File: config.mk
export PLATFORM = sky130hd
export DESIGN_NAME = simple_alu_initiator
export DESIGN_NICKNAME = d
export VERILOG_FILES = /design/src/rtl/simple_alu_pkg.sv /design/src/rtl/alu_wait_timer.sv /design/src/rtl/simple_alu_initiator.sv
export SDC_FILE = /design/constraint.sdc
export NUM_CORES = 1
export LEC_CHECK = 0
export CAP_MARGIN = 20
export CORE_MARGIN = 5
export CORE_UTILIZATION = 40
export DETAILED_ROUTE_END_ITERATION = 6
export PLACE_DENSITY = 0.75
export SYNTH_ARGS = -nofsm -noshare
export SYNTH_HDL_FRONTEND = slang
export SYNTH_SLANG_ARGS = --single-unit
File: constraint.sdc
create_clock -name clk -period 1.4 [get_ports clk]
set_input_delay 0.14 -clock clk [delete_from_list [all_inputs] [get_ports clk]]
set_output_delay 0.14 -clock clk [all_outputs]
set_load 0.01 [all_outputs]
File: src/rtl/simple_alu_pkg.sv
`default_nettype none
// ============================================================================
// Module      : simple_alu_pkg
// Description : Shared types for the simple ALU initiator and responder:
//               opcode encoding and the initiator state encoding.
// Revision    : 1.0 - initial release
// ============================================================================
package simple_alu_pkg;

    localparam int ALU_OP_BITS = 2;

    // Opcode encoding on the ALU port; the responder decodes the same values.
    typedef enum logic [ALU_OP_BITS-1:0] {
        ALU_ADD = 2'b00,
        ALU_SUB = 2'b01,
        ALU_AND = 2'b10,
        ALU_OR  = 2'b11
    } alu_op_t;

    // Command-side sequencer states.
    typedef enum logic [2:0] {
        ST_IDLE  = 3'd0,
        ST_SEND0 = 3'd1,
        ST_SEND1 = 3'd2,
        ST_WAIT  = 3'd3,
        ST_RESP  = 3'd4
    } initiator_state_t;

endpackage : simple_alu_pkg
`default_nettype wire

File: src/rtl/alu_wait_timer.sv
`default_nettype none
// ============================================================================
// Module      : alu_wait_timer
// Description : Clearable up-counter that flags "expired" when it reaches
//               TIMEOUT-1. It stops there rather than wrapping, so the flag
//               stays asserted until the next clear.
// Revision    : 1.0 - initial release
// ============================================================================
module alu_wait_timer #(
    parameter int TIMEOUT = 16
) (
    input  logic clk,
    input  logic reset,
    input  logic clear,
    input  logic enable,
    output logic expired
);

    localparam int CNT_W = (TIMEOUT > 2) ? $clog2(TIMEOUT) : 1;

    logic [CNT_W-1:0] count_q;
    logic [CNT_W-1:0] count_d;

    assign expired = (count_q == CNT_W'(TIMEOUT - 1));

    // Next count: clear has priority, otherwise count while enabled until expiry.
    always_comb begin
        count_d = count_q;
        if (clear) begin
            count_d = '0;
        end else if (enable && !expired) begin
            count_d = count_q + CNT_W'(1);
        end
    end

    // Count register.
    always_ff @(posedge clk) begin
        if (reset) begin
            count_q <= '0;
        end else begin
            count_q <= count_d;
        end
    end

endmodule : alu_wait_timer
`default_nettype wire

File: src/rtl/simple_alu_initiator.sv
`default_nettype none
// ============================================================================
// Module      : simple_alu_initiator
// Description : Command-side master for the simple ALU port. Takes one
//               command over valid/ready, serialises the opcode LSB first
//               with operand A then B, waits for the ALU done pulse (or a
//               timeout) and holds the response until it is consumed.
// Revision    : 1.0 - initial release
// ============================================================================
module simple_alu_initiator
    import simple_alu_pkg::*;
#(
    parameter int DATA_WIDTH = 8,
    parameter int TIMEOUT    = 16
) (
    input  logic                   clk,
    input  logic                   reset,
    input  logic                   cmd_valid,
    output logic                   cmd_ready,
    input  logic [ALU_OP_BITS-1:0] cmd_op,
    input  logic [DATA_WIDTH-1:0]  cmd_a,
    input  logic [DATA_WIDTH-1:0]  cmd_b,
    output logic                   opcode_valid,
    output logic                   opcode,
    output logic [DATA_WIDTH-1:0]  data,
    input  logic                   done,
    input  logic [DATA_WIDTH-1:0]  result,
    input  logic                   overflow,
    output logic                   rsp_valid,
    input  logic                   rsp_ready,
    output logic [DATA_WIDTH-1:0]  rsp_result,
    output logic                   rsp_overflow,
    output logic                   rsp_timeout
);

    initiator_state_t        state_q, state_d;
    alu_op_t                 op_q, op_d;
    logic [DATA_WIDTH-1:0]   a_q, a_d;
    logic [DATA_WIDTH-1:0]   b_q, b_d;
    logic [DATA_WIDTH-1:0]   rsp_result_q, rsp_result_d;
    logic                    rsp_overflow_q, rsp_overflow_d;
    logic                    rsp_timeout_q, rsp_timeout_d;
    logic [ALU_OP_BITS-1:0]  op_bits;
    logic                    timer_expired;

    assign op_bits = op_q;

    // Wait timer: cleared while sending the second beat so every WAIT entry starts at zero.
    alu_wait_timer #(
        .TIMEOUT (TIMEOUT)
    ) u_wait_timer (
        .clk     (clk),
        .reset   (reset),
        .clear   (state_q == ST_SEND1),
        .enable  (state_q == ST_WAIT),
        .expired (timer_expired)
    );

    // Next-state and response capture; done is only looked at in WAIT and wins over timeout.
    always_comb begin
        state_d        = state_q;
        op_d           = op_q;
        a_d            = a_q;
        b_d            = b_q;
        rsp_result_d   = rsp_result_q;
        rsp_overflow_d = rsp_overflow_q;
        rsp_timeout_d  = rsp_timeout_q;
        case (state_q)
            ST_IDLE: begin
                if (cmd_valid) begin
                    op_d    = alu_op_t'(cmd_op);
                    a_d     = cmd_a;
                    b_d     = cmd_b;
                    state_d = ST_SEND0;
                end
            end
            ST_SEND0: state_d = ST_SEND1;
            ST_SEND1: state_d = ST_WAIT;
            ST_WAIT: begin
                if (done) begin
                    rsp_result_d   = result;
                    rsp_overflow_d = overflow;
                    rsp_timeout_d  = 1'b0;
                    state_d        = ST_RESP;
                end else if (timer_expired) begin
                    rsp_result_d   = '0;
                    rsp_overflow_d = 1'b0;
                    rsp_timeout_d  = 1'b1;
                    state_d        = ST_RESP;
                end
            end
            ST_RESP: begin
                if (rsp_ready) begin
                    state_d = ST_IDLE;
                end
            end
            default: state_d = ST_IDLE;
        endcase
    end

    // ALU pin drive decoded purely from state and latched command.
    always_comb begin
        opcode_valid = 1'b0;
        opcode       = 1'b0;
        data         = '0;
        case (state_q)
            ST_SEND0: begin
                opcode_valid = 1'b1;
                opcode       = op_bits[0];
                data         = a_q;
            end
            ST_SEND1: begin
                opcode_valid = 1'b1;
                opcode       = op_bits[1];
                data         = b_q;
            end
            default: ;
        endcase
    end

    assign cmd_ready    = (state_q == ST_IDLE);
    assign rsp_valid    = (state_q == ST_RESP);
    assign rsp_result   = rsp_result_q;
    assign rsp_overflow = rsp_overflow_q;
    assign rsp_timeout  = rsp_timeout_q;

    // State, command and response registers; reset drops any in-flight command.
    always_ff @(posedge clk) begin
        if (reset) begin
            state_q        <= ST_IDLE;
            op_q           <= ALU_ADD;
            a_q            <= '0;
            b_q            <= '0;
            rsp_result_q   <= '0;
            rsp_overflow_q <= 1'b0;
            rsp_timeout_q  <= 1'b0;
        end else begin
            state_q        <= state_d;
            op_q           <= op_d;
            a_q            <= a_d;
            b_q            <= b_d;
            rsp_result_q   <= rsp_result_d;
            rsp_overflow_q <= rsp_overflow_d;
            rsp_timeout_q  <= rsp_timeout_d;
        end
    end

endmodule : simple_alu_initiator
`default_nettype wire

==> reports/qor.txt <==
average footprint of a synthesized cell = 8.10 µm²
clock-pin transition on the worst setup and hold timing paths = 0.06 ns
worst-margin pin slew = 0.308 ns
final std cell area, no fill = 2400 µm²
flop2flop setup slack = 0 ns
routability-driven placement congestion ratio = 0.758
Synth Flop Type = sky130_fd_sc_hd__dfxtp_1
cell area power density = 938 nW/µm²
final routed wire length divided by cell count = 14.5 µm
Register-to-Register Path Depth = 4
post-synthesis cell type count = 33
Worst Hold Class = input pin to register
# fillers = 339
Clock Root Buffer = sky130_fd_sc_hd__clkbuf_8
tightest hold margin = 0.407 ns
sequential cell area = 707 µm²
hold violation total from the final report = 0
number of placed I/O pins = 54
total track usage = 16.6%
Peak VDD IR = 0.000656 V
effective utilization at floorplan = 41.3%
top cells by area in the synthesized netlist = sky130_fd_sc_hd__dfxtp_1, sky130_fd_sc_hd__nand2_1, sky130_fd_sc_hd__a21oi_1
overall overflow remaining after global route = 0
H-tree depth = 2
worst path required time = 1.26 ns
Top Family by Delay on Critical Path = buffers and inverters
unrepaired setup endpoints after global routing = true
startpoint of the worst register-to-register path = state_q[0]
Antenna Cells = 0
count of buffers from port buffering = 53
number of nets still failing antenna checks after routing = 0
reg-to-reg critical path endpoint = a_q[1]
CP Depth = 7
CP most frequent cell = sky130_fd_sc_hd__buf_6
post-cts hold buffer count = 0
routed wire length = 4480 µm
Std-Cell Core Area = 3690 µm²
most common cell in the netlist = sky130_fd_sc_hd__nand2_1
Core Rows = 22
Cells after DPL = 296
clock buffer count from CTS = 5
Worst Path Max Fanout = 7
number of max-cap violations = 0
result of the run = finished with violations
cell area after placement = 2200 µm²
maximum single-stage delay on the critical path = 0.35 ns
signal arrival time at the worst endpoint = 1.38 ns
clock latency on the worst-skew pair = 0.28 ns
footprint of the multi-input gates = 847 µm²
vertical extent of the die = 71.7 µm
fraction of final layout cells sized beyond drive strength 1 = 26.4%
Lkg Pwr = 0.922 nW
DRC marker count from the first detailed-route iteration = 114
top post-synthesis cells by count = sky130_fd_sc_hd__nand2_1, sky130_fd_sc_hd__dfxtp_1, sky130_fd_sc_hd__a21oi_1
ys async rst share = 0%
Setup crit start kind = register
Final Skew = 0.00232 ns
top cell type's share of synthesized area = 46.0%
Post-route DRC = 0
final net count = 295
vias per std cell = 5.28
Setup violations, final = 12
Hold EP = a_q[5]
number of standard cells after synthesis = 188
Syn Nets = 221
largest net degree at the start of global routing = 17
Critical Path Sink Type = output port
cell-by-cell trace of the critical path = buf_6 > nor2b_4 > buf_6 > buf_6 > a22oi_2 > nor2_1 > buf_2
count of synthesis-stage warnings from yosys = 0
CTS tree = built
failing checks = negative setup slack
Clock Path Buffers = 2
minimum setup slack in the final design = -0.122 ns
post-synthesis cell area = 1520 µm²
number of synthesized register bits = 35
HPWL Detailed = 3000 µm
post-synth top area cell = sky130_fd_sc_hd__dfxtp_1
DIE AREA = 5140 µm²
relative slew slack = 79.4%
global-route wire length before repair = 6900 µm
worst slack, placed = -0.176 ns
classification of the worst setup path = register to output port
share of the cycle needed by the critical path after routing = 109%
first drt pass iteration count = 5
area added between synthesis and finish = 57.4%
Sum Neg Setup Slack = -0.494 ns
total design power = 2.25 mW
number of buffer and inverter stages on the critical path = 4
antenna violations before repair = 0
Fmax achieved = 0.657 GHz
clock sinks = 35
vias = 1632
horizontal die dimension = 71.7 µm
Seq/Total Area, Yosys = 46.0%
Final Core Density = 65.0%
EDFF count, synth = 0
number of cells traversed by the worst hold path = 3
final slew viol count = 0
count of non-filler cells in the finished layout = 309
via count of the first global-routing pass = 1561
cell with the largest stage delay on the worst path = sky130_fd_sc_hd__dfxtp_4
worst hold path startpoint = cmd_a[5]
final worst path period need = 1.52 ns
-- cell type report --
class	count	area share (%)
clock buffer	6	3.03
timing repair buffer	78	29.3
inverter	2	0.313
multi-input combinational	140	35.3
tap	48	2.51
sequential	35	29.5
-- where the power goes --
group / leakage (nW) / switching (mW) / internal [mW] / total, mW
sequential: 0.287 / 0.0394 / 1.05 / 1.09
clock: 0.0371 / 0.320 / 0.331 / 0.651
combinational: 0.598 / 0.235 / 0.276 / 0.511
-- cell usage in the layout (no fill, tap or decap), types with 2 or more instances in the layout --
cell type,Yosys,layout
sky130_fd_sc_hd__nand3b_1,2,2
sky130_fd_sc_hd__nand2_2,0,4
sky130_fd_sc_hd__clkdlybuf4s50_1,0,41
sky130_fd_sc_hd__a21oi_1,32,32
sky130_fd_sc_hd__dfxtp_2,0,2
sky130_fd_sc_hd__or3_1,2,2
sky130_fd_sc_hd__nand3_1,2,2
sky130_fd_sc_hd__nand2_1,45,41
sky130_fd_sc_hd__buf_4,2,18
sky130_fd_sc_hd__and4b_1,2,2
sky130_fd_sc_hd__or4b_4,1,4
sky130_fd_sc_hd__buf_6,2,5
sky130_fd_sc_hd__nor2_1,11,10
sky130_fd_sc_hd__nor3_1,5,4
sky130_fd_sc_hd__buf_2,4,10
sky130_fd_sc_hd__dfxtp_1,35,32
sky130_fd_sc_hd__a22oi_2,0,8
sky130_fd_sc_hd__o21ai_0,2,2
sky130_fd_sc_hd__clkbuf_8,0,5
sky130_fd_sc_hd__nor2b_4,0,2
sky130_fd_sc_hd__o21ai_1,9,9
-- how the worst max path moves through the flow --
stage,startpoint,end,slack (ns)
global route,state_q[0],data[1],-0.17
global placement,state_q[1],data[7],-0.14
CTS,state_q[0],data[7],-0.22
finish,state_q[0],data[1],-0.12
floorplan,state_q[2],a_q[0],0.02
detailed placement,state_q[0],data[7],-0.18
-- cell families (layout without fill, tap and decap cells) --
group	count (synthesis)	in the layout	share of synthesized area, %
flip-flops	35	35	46.0
AO/OA/AOI/OAI	60	60	22.6
AND/OR/NAND/NOR	76	79	24.1
buffers and inverters	16	86	6.49
adder cells (fa/ha/maj)	1	1	0.822
-- metal layers --
metal | vias up | global-route usage [%] | wire, µm
li1 | 808 | - | -
met1 | 775 | 20.5 | 2000
met2 | 40 | 28.4 | 2200
met3 | 9 | 2.95 | 205
met4 | 0 | 7.10 | 73
met5 | - | 0 | 0
-- flip-flops by register name, indices dropped and copies added, names as in the netlist --
signal and count:
b_q 8, rsp_result 8, a_q 8, u_wait_timer.count_q 4, rsp_timeout 1, rsp_overflow 1
op_bits 2, state_q 3
-- worst reg2reg max path, stage by stage (launching register included) --
cell	delay [ns]
sky130_fd_sc_hd__dfxtp_4	0.35
sky130_fd_sc_hd__buf_4	0.18
sky130_fd_sc_hd__or4b_4	0.60
sky130_fd_sc_hd__nand2_1	0.10
sky130_fd_sc_hd__a21oi_1	0.06
-- timing repair --
action                                  CTS  global route
endpoints found under the setup margin   31            40
gates cloned                              1             2
resized for setup                        56            24
pin swaps                                 2             8
buffers inserted                          3             2
No activity file was read; power rests on OpenSTA's default activity.
